**src/rtl/mmc3_irq_counter_if.sv**
```systemverilog
// Register-write bus, PPU/CPU timing inputs and IRQ outputs of the MMC3 scanline IRQ engine.
// The mapper side drives as master; the IRQ engine attaches as slave.
interface mmc3_irq_counter_if;
   logic       cpu_m2;
   logic       ppu_a12;
   logic       reg_we;
   logic [1:0] reg_sel;
   logic [7:0] reg_data;
   logic       irq_n;
   logic       a12_rise;
   logic [7:0] cnt;

   modport master (
      output cpu_m2, ppu_a12, reg_we, reg_sel, reg_data,
      input  irq_n, a12_rise, cnt
   );

   modport slave (
      input  cpu_m2, ppu_a12, reg_we, reg_sel, reg_data,
      output irq_n, a12_rise, cnt
   );
endinterface

```
**src/rtl/mmc3_irq_counter.sv**
```systemverilog
// MMC3 scanline IRQ engine: M2-filtered PPU A12 edge detector feeding an 8-bit
// reloadable down-counter that pulls irq_n low when it reaches zero while enabled.
module mmc3_irq_counter #(
   parameter int FILT_M2  = 3,
   parameter int ALT_ZERO = 0
) (
   input logic               clk,
   input logic               rst,
   mmc3_irq_counter_if.slave bus
);

   localparam logic [2:0] FILT = 3'(FILT_M2);

   logic       r_m2Q;
   logic       r_a12Q;
   logic [2:0] r_lowCnt;
   logic       r_a12Rise;
   logic [7:0] r_cnt;
   logic [7:0] r_latch;
   logic       r_reload;
   logic       r_irqEn;
   logic       r_irqN;

   logic       w_m2Fall;
   logic       w_rise;
   logic       w_doReload;
   logic [7:0] w_newCnt;
   logic       w_zero;
   logic       w_fire;
   logic       w_wrLatch;
   logic       w_wrReload;
   logic       w_wrAck;
   logic       w_wrEnable;
   logic       w_enNext;

   assign w_m2Fall = r_m2Q & ~bus.cpu_m2;
   assign w_rise   = bus.ppu_a12 & ~r_a12Q & (r_lowCnt == FILT);

   assign w_wrLatch  = bus.reg_we & (bus.reg_sel == 2'd0);
   assign w_wrReload = bus.reg_we & (bus.reg_sel == 2'd1);
   assign w_wrAck    = bus.reg_we & (bus.reg_sel == 2'd2);
   assign w_wrEnable = bus.reg_we & (bus.reg_sel == 2'd3);

   // Counter update always works from pre-write state; register writes override afterwards.
   assign w_doReload = (r_cnt == 8'd0) | r_reload;
   assign w_newCnt   = w_doReload ? r_latch : (r_cnt - 8'd1);
   assign w_zero     = (w_newCnt == 8'd0);
   assign w_fire     = (ALT_ZERO != 0)
                     ? (w_zero & ((r_cnt == 8'd1) | (w_doReload & (r_latch != 8'd0))))
                     : w_zero;

   assign w_enNext = w_wrEnable ? 1'b1 : (w_wrAck ? 1'b0 : r_irqEn);

   always_ff @(posedge clk) begin
      if (!rst) begin
         r_m2Q     <= 1'b0;
         r_a12Q    <= 1'b0;
         r_lowCnt  <= 3'd0;
         r_a12Rise <= 1'b0;
      end else begin
         r_m2Q     <= bus.cpu_m2;
         r_a12Q    <= bus.ppu_a12;
         r_a12Rise <= w_rise;
         if (bus.ppu_a12) begin
            r_lowCnt <= 3'd0;
         end else if (w_m2Fall && (r_lowCnt != FILT)) begin
            r_lowCnt <= r_lowCnt + 3'd1;
         end
      end
   end

   always_ff @(posedge clk) begin
      if (!rst) begin
         r_cnt    <= 8'd0;
         r_reload <= 1'b0;
         r_latch  <= 8'd0;
      end else begin
         if (w_wrReload) begin
            r_cnt    <= 8'd0;
            r_reload <= 1'b1;
         end else if (w_rise) begin
            r_cnt    <= w_newCnt;
            r_reload <= 1'b0;
         end
         if (w_wrLatch) begin
            r_latch <= bus.reg_data;
         end
      end
   end

   // irq_n is sticky low until acknowledged; an ack in the same cycle as a fire wins.
   always_ff @(posedge clk) begin
      if (!rst) begin
         r_irqEn <= 1'b0;
         r_irqN  <= 1'b1;
      end else begin
         r_irqEn <= w_enNext;
         if (w_wrAck) begin
            r_irqN <= 1'b1;
         end else if (w_rise && w_fire && w_enNext) begin
            r_irqN <= 1'b0;
         end
      end
   end

   assign bus.irq_n    = r_irqN;
   assign bus.a12_rise = r_a12Rise;
   assign bus.cnt      = r_cnt;

endmodule

```
**src/flat_wrapper.sv**
```systemverilog
// flat-port wrapper written by rule: the top's interface ports become plain ports
module mmc3_irq_counter_flat 
#(
   parameter int FILT_M2  = 3,
   parameter int ALT_ZERO = 0
)
  (clk, rst, bus_cpu_m2, bus_ppu_a12, bus_reg_we, bus_reg_sel, bus_reg_data, bus_irq_n, bus_a12_rise, bus_cnt);
  mmc3_irq_counter_if bus_i ();
  input logic clk;
  input logic rst;
  input wire logic [$bits(bus_i.cpu_m2)-1:0] bus_cpu_m2;
  input wire logic [$bits(bus_i.ppu_a12)-1:0] bus_ppu_a12;
  input wire logic [$bits(bus_i.reg_we)-1:0] bus_reg_we;
  input wire logic [$bits(bus_i.reg_sel)-1:0] bus_reg_sel;
  input wire logic [$bits(bus_i.reg_data)-1:0] bus_reg_data;
  output wire logic [$bits(bus_i.irq_n)-1:0] bus_irq_n;
  output wire logic [$bits(bus_i.a12_rise)-1:0] bus_a12_rise;
  output wire logic [$bits(bus_i.cnt)-1:0] bus_cnt;
  assign bus_i.cpu_m2 = bus_cpu_m2;
  assign bus_i.ppu_a12 = bus_ppu_a12;
  assign bus_i.reg_we = bus_reg_we;
  assign bus_i.reg_sel = bus_reg_sel;
  assign bus_i.reg_data = bus_reg_data;
  assign bus_irq_n = bus_i.irq_n;
  assign bus_a12_rise = bus_i.a12_rise;
  assign bus_cnt = bus_i.cnt;
  mmc3_irq_counter #(.FILT_M2(FILT_M2), .ALT_ZERO(ALT_ZERO)) u_core (.clk(clk), .rst(rst), .bus(bus_i));
endmodule
```
**config.mk**
```make
export PLATFORM = sky130hd
export DESIGN_NAME = mmc3_irq_counter_flat
export DESIGN_NICKNAME = d
export VERILOG_FILES = /design/src/rtl/mmc3_irq_counter_if.sv /design/src/rtl/mmc3_irq_counter.sv /design/src/flat_wrapper.sv
export SDC_FILE = /design/constraint.sdc
export NUM_CORES = 1
export LEC_CHECK = 0
export BUFFER_PORTS_ARGS = -buffer_cell sky130_fd_sc_hd__buf_2
export CORE_ASPECT_RATIO = 0.75
export CORE_MARGIN = 3
export CORE_UTILIZATION = 25
export CTS_CLUSTER_DIAMETER = 30
export DETAILED_ROUTE_END_ITERATION = 8
export GPL_ROUTABILITY_DRIVEN = 0
export GPL_TIMING_DRIVEN = 0
export HOLD_SLACK_MARGIN = 0.08
export SETUP_SLACK_MARGIN = 0.4
export SYNTH_ARGS = -nofsm -noshare
export SYNTH_HDL_FRONTEND = slang
export SYNTH_SLANG_ARGS = --single-unit
export TNS_END_PERCENT = 100
```
**constraint.sdc**
```tcl
create_clock -name clk -period 2.4 [get_ports clk]
set_clock_uncertainty 0.05 [all_clocks]
set_input_delay 0.48 -clock clk [delete_from_list [all_inputs] [get_ports clk]]
set_output_delay 0.48 -clock clk [all_outputs]
set_load 0.01 [all_outputs]
```
==> flow_summary.toml <==
[synth]
yosysWarningCount = 0
netlist_area_um2 = 1270
avgSynthCellArea_um2 = 9.11
syn_nets = 158
synth_cell_types = 44
ys_top_cells_by_area = "dfxtp_1 (40%), mux2i_1 (7.1%), nor2b_1 (4.4%)"
yosysTopAreaCellShare = 0.395
synth_flop_cell = "dfxtp_1"
yosysSeqAreaShare = 0.395
ys_ff_latch = 25
synthArstFlopShare = 0
synth_top_cell_by_area = "dfxtp_1"
synth_cells = 139
synth-edff-count = 0

[routing]
drt_first_pass_iters = 4
vias = 1067
drtAntennaViolNets = 0
wire_per_inst_um = 12.9
drtIter0Drc = 83
drc = 0
drt_wl_total_mm = 2.94
drt-vias-per-instance = 4.70

[critical_path]
worstPathMaxFanout = 7
path_cells = "inv_1 > ha_2 > nor3b_4 > a21oi_2 > buf_6 > mux2_1 > a211oi_2 > a41oi_1"
slowest_stage = "dfxtp_4"
critPathLaunchType = "register"
cp.arrival_ns = 2.05
setup.worst_path.class = "register to register"
worstPathRequired_ns = 2.50
end_kind = "register"
max_stage_delay_ns = 0.37

[final_layout]
fillerInstances = 505
syn_to_final_growth_pct = 23.1
n_antenna_cell = 0
utilization = 0.333
fin_nets = 190
drive_gt1_frac = 0.247

[floorplanning]
die_x_um = 88.2
num_io_pins = 25
dieArea_um2 = 5960
placementRows = 21
initial_core_util = 0.271
die_height_um = 67.6
core_um2 = 4680

[power]
power.share.clock = 0.359
p_comb_frac = 0.072
peakVddDrop_uv = 400
internal_power_uw = 571
switchingPower_uw = 180
p_leak_nw = 0.594
powerDensity_nw_per_um2 = 481
swShare = 0.240
seqPwrFrac = 0.568

[global_routing]
track_usage = 0.108
antenna_found_initial = 0
grt_pass1_wl_mm = 4.85
overflow = 0
grt_max_degree = 17
grt_pass1_vias = 968

[timing]
slew_headroom = 0.620
fin_setup_tns_ns = 0
final_hold_viol_count = 0
finalCritPeriodShare = 0.813
min_period_ns = 1.95
worstMarginPinSlew_ns = 0.570
fmax_ghz = 0.513
slew_violations = 0
rsz0062_at_grt = "yes"
setup_viol = 0

[cts]
clock_sinks = 25
clk_latency_ns = 0.28
cts-htree-levels = 1
cts_root_buf = "clkbuf_8"
clockBufferDepth = 2
postCtsHoldBufs = 0
cts_made_buffers = 3
cts_tree = "yes"
path_clk_slew_ns = 0.10

[place]
dp_hpwl_mm = 2.18
io_buffers = 24

[outcome]
status = "complete, no violations"

[flow_run]
drv_cap = 0

[worst_hold_path]
hp-class = "input pin to register"
-- Yosys cell counts, drive strengths merged, types with 3 or more instances --
cell	count
ha	4
nor3b	5
nand3	3
a21oi	7
nor2	10
nand2	11
nand3b	4
o21ai	5
mux2i	9
nor3	5
nor2b	9
a211oi	3
inv	4
buf	3
dfxtp	25
-- worst max-delay path, delay by kind of cell, from the launching register on --
family,cells,cell delay [ns]
fa+ha+maj,1,0.19
compound gates,3,0.41
flops,1,0.37
simple gates,1,0.23
mux,1,0.33
buf+inv,2,0.23
-- final timing paths --
| kind | start | endpoint | slack [ns] | depth (start not counted) |
|---|---|---|---|---|
| setup / recovery | u_core.bus.cnt[1] | u_core.bus.irq_n | 0.45 | 8 |
| hold / removal | bus_cpu_m2 | u_core.r_m2Q | 0.36 | 2 |
| setup reg to reg | u_core.bus.cnt[1] | u_core.bus.irq_n | 0.45 | 8 |
| hold reg to reg | u_core.r_irqEn | u_core.r_irqEn | 0.42 | 2 |
-- per-stage QoR --
| stage | cells | hold slack, ns | cell area (um^2) | total power [mW] | setup slack, ns |
|---|---|---|---|---|---|
| floorplan | 139 | 0.386 | 1270 | 0.470 | 0.450 |
| global placement | 220 | 0.406 | 1460 | 0.492 | 0.304 |
| detailed placement | 220 | 0.408 | 1460 | 0.493 | 0.298 |
| CTS | 225 | 0.357 | 1530 | 0.763 | 0.421 |
| global route | 227 | 0.364 | 1560 | 0.784 | 0.347 |
| finish | 227 | 0.363 | 1560 | 0.750 | 0.449 |
-- routing by layer --
metal | vias to the layer above | share of wire | wire length [um] | global-route usage
met4 | 0 | 0.016 | 48 | 0.0453
met5 | - | 0 | 0 | 0
met3 | 5 | 0.057 | 167 | 0.0317
li1 | 568 | - | - | -
met1 | 465 | 0.52 | 1520 | 0.159
met2 | 29 | 0.41 | 1200 | 0.142
-- timing repair --
action / CTS / global route
resized for setup: 4 / 6
setup endpoints to repair: 1 / 3
buffers inserted: 1 / 2
pin swaps: 1 / 2
cloned: 0 / 0
-- cell families (layout without fill, tap and decap cells) --
logic type | after synthesis | in the layout | synth area share
buf+inv | 9 | 40 | 0.0296
fa+ha+maj | 4 | 4 | 0.0395
xor+xnor | 2 | 2 | 0.0138
simple gates | 59 | 59 | 0.276
mux | 10 | 10 | 0.0800
compound gates | 30 | 30 | 0.166
flops | 25 | 25 | 0.395
-- final cells by class --
class / count / area (um^2) / area share
inverters: 4 / 15.0 / 0.00963
clock inverters: 1 / 8.76 / 0.00562
multi-input cells: 105 / 744 / 0.478
flip-flops and latches: 25 / 508 / 0.326
repair buffers: 27 / 143 / 0.0915
plain buffers: 5 / 27.5 / 0.0177
well taps: 57 / 71.3 / 0.0457
clock buffers: 3 / 41.3 / 0.0265
-- sequential cells by signal, summed over array words and instances (netlist names) --
| name | count |
|---|---|
| u_core.r_irqEn | 1 |
| u_core.r_m2Q | 1 |
| u_core.bus.cnt | 8 |
| u_core.r_latch | 8 |
| u_core.bus.irq_n | 1 |
| u_core.bus.a12_rise | 1 |
| u_core.r_a12Q | 1 |
| u_core.r_reload | 1 |
| u_core.r_lowCnt | 3 |
-- power by group through the flow --
| stage | sequential (mW) | combinational (mW) | clock (mW) |
|---|---|---|---|
| after floorplan | 0.436 | 0.0341 | 0 |
| after global placement | 0.438 | 0.0540 | 0 |
| after detailed placement | 0.438 | 0.0548 | 0 |
| after CTS | 0.427 | 0.0549 | 0.282 |
| after global routing | 0.428 | 0.0606 | 0.296 |
| final | 0.427 | 0.0542 | 0.270 |
-- cell usage in the layout, fill, tap and decap left out, types with 2 or more instances in the layout --
| master | count |
|---|---|
| mux2i_1 | 9 |
| buf_1 | 2 |
| o21ai_0 | 4 |
| nand3b_1 | 4 |
| nor3_1 | 5 |
| inv_1 | 3 |
| dfxtp_4 | 2 |
| clkbuf_8 | 3 |
| nor2_1 | 10 |
| ha_2 | 2 |
| nor2b_1 | 9 |
| nor3b_1 | 4 |
| a21o_1 | 2 |
| a211oi_1 | 2 |
| nand3_1 | 3 |
| a21oi_1 | 6 |
| dfxtp_1 | 23 |
| and2_1 | 2 |
| ha_1 | 2 |
| nand2_1 | 11 |
| buf_2 | 24 |
| o41ai_1 | 2 |
| a21boi_1 | 2 |
| buf_4 | 3 |
| and3b_1 | 2 |
| or4_1 | 2 |
No activity file was read; power rests on OpenSTA's default activity.
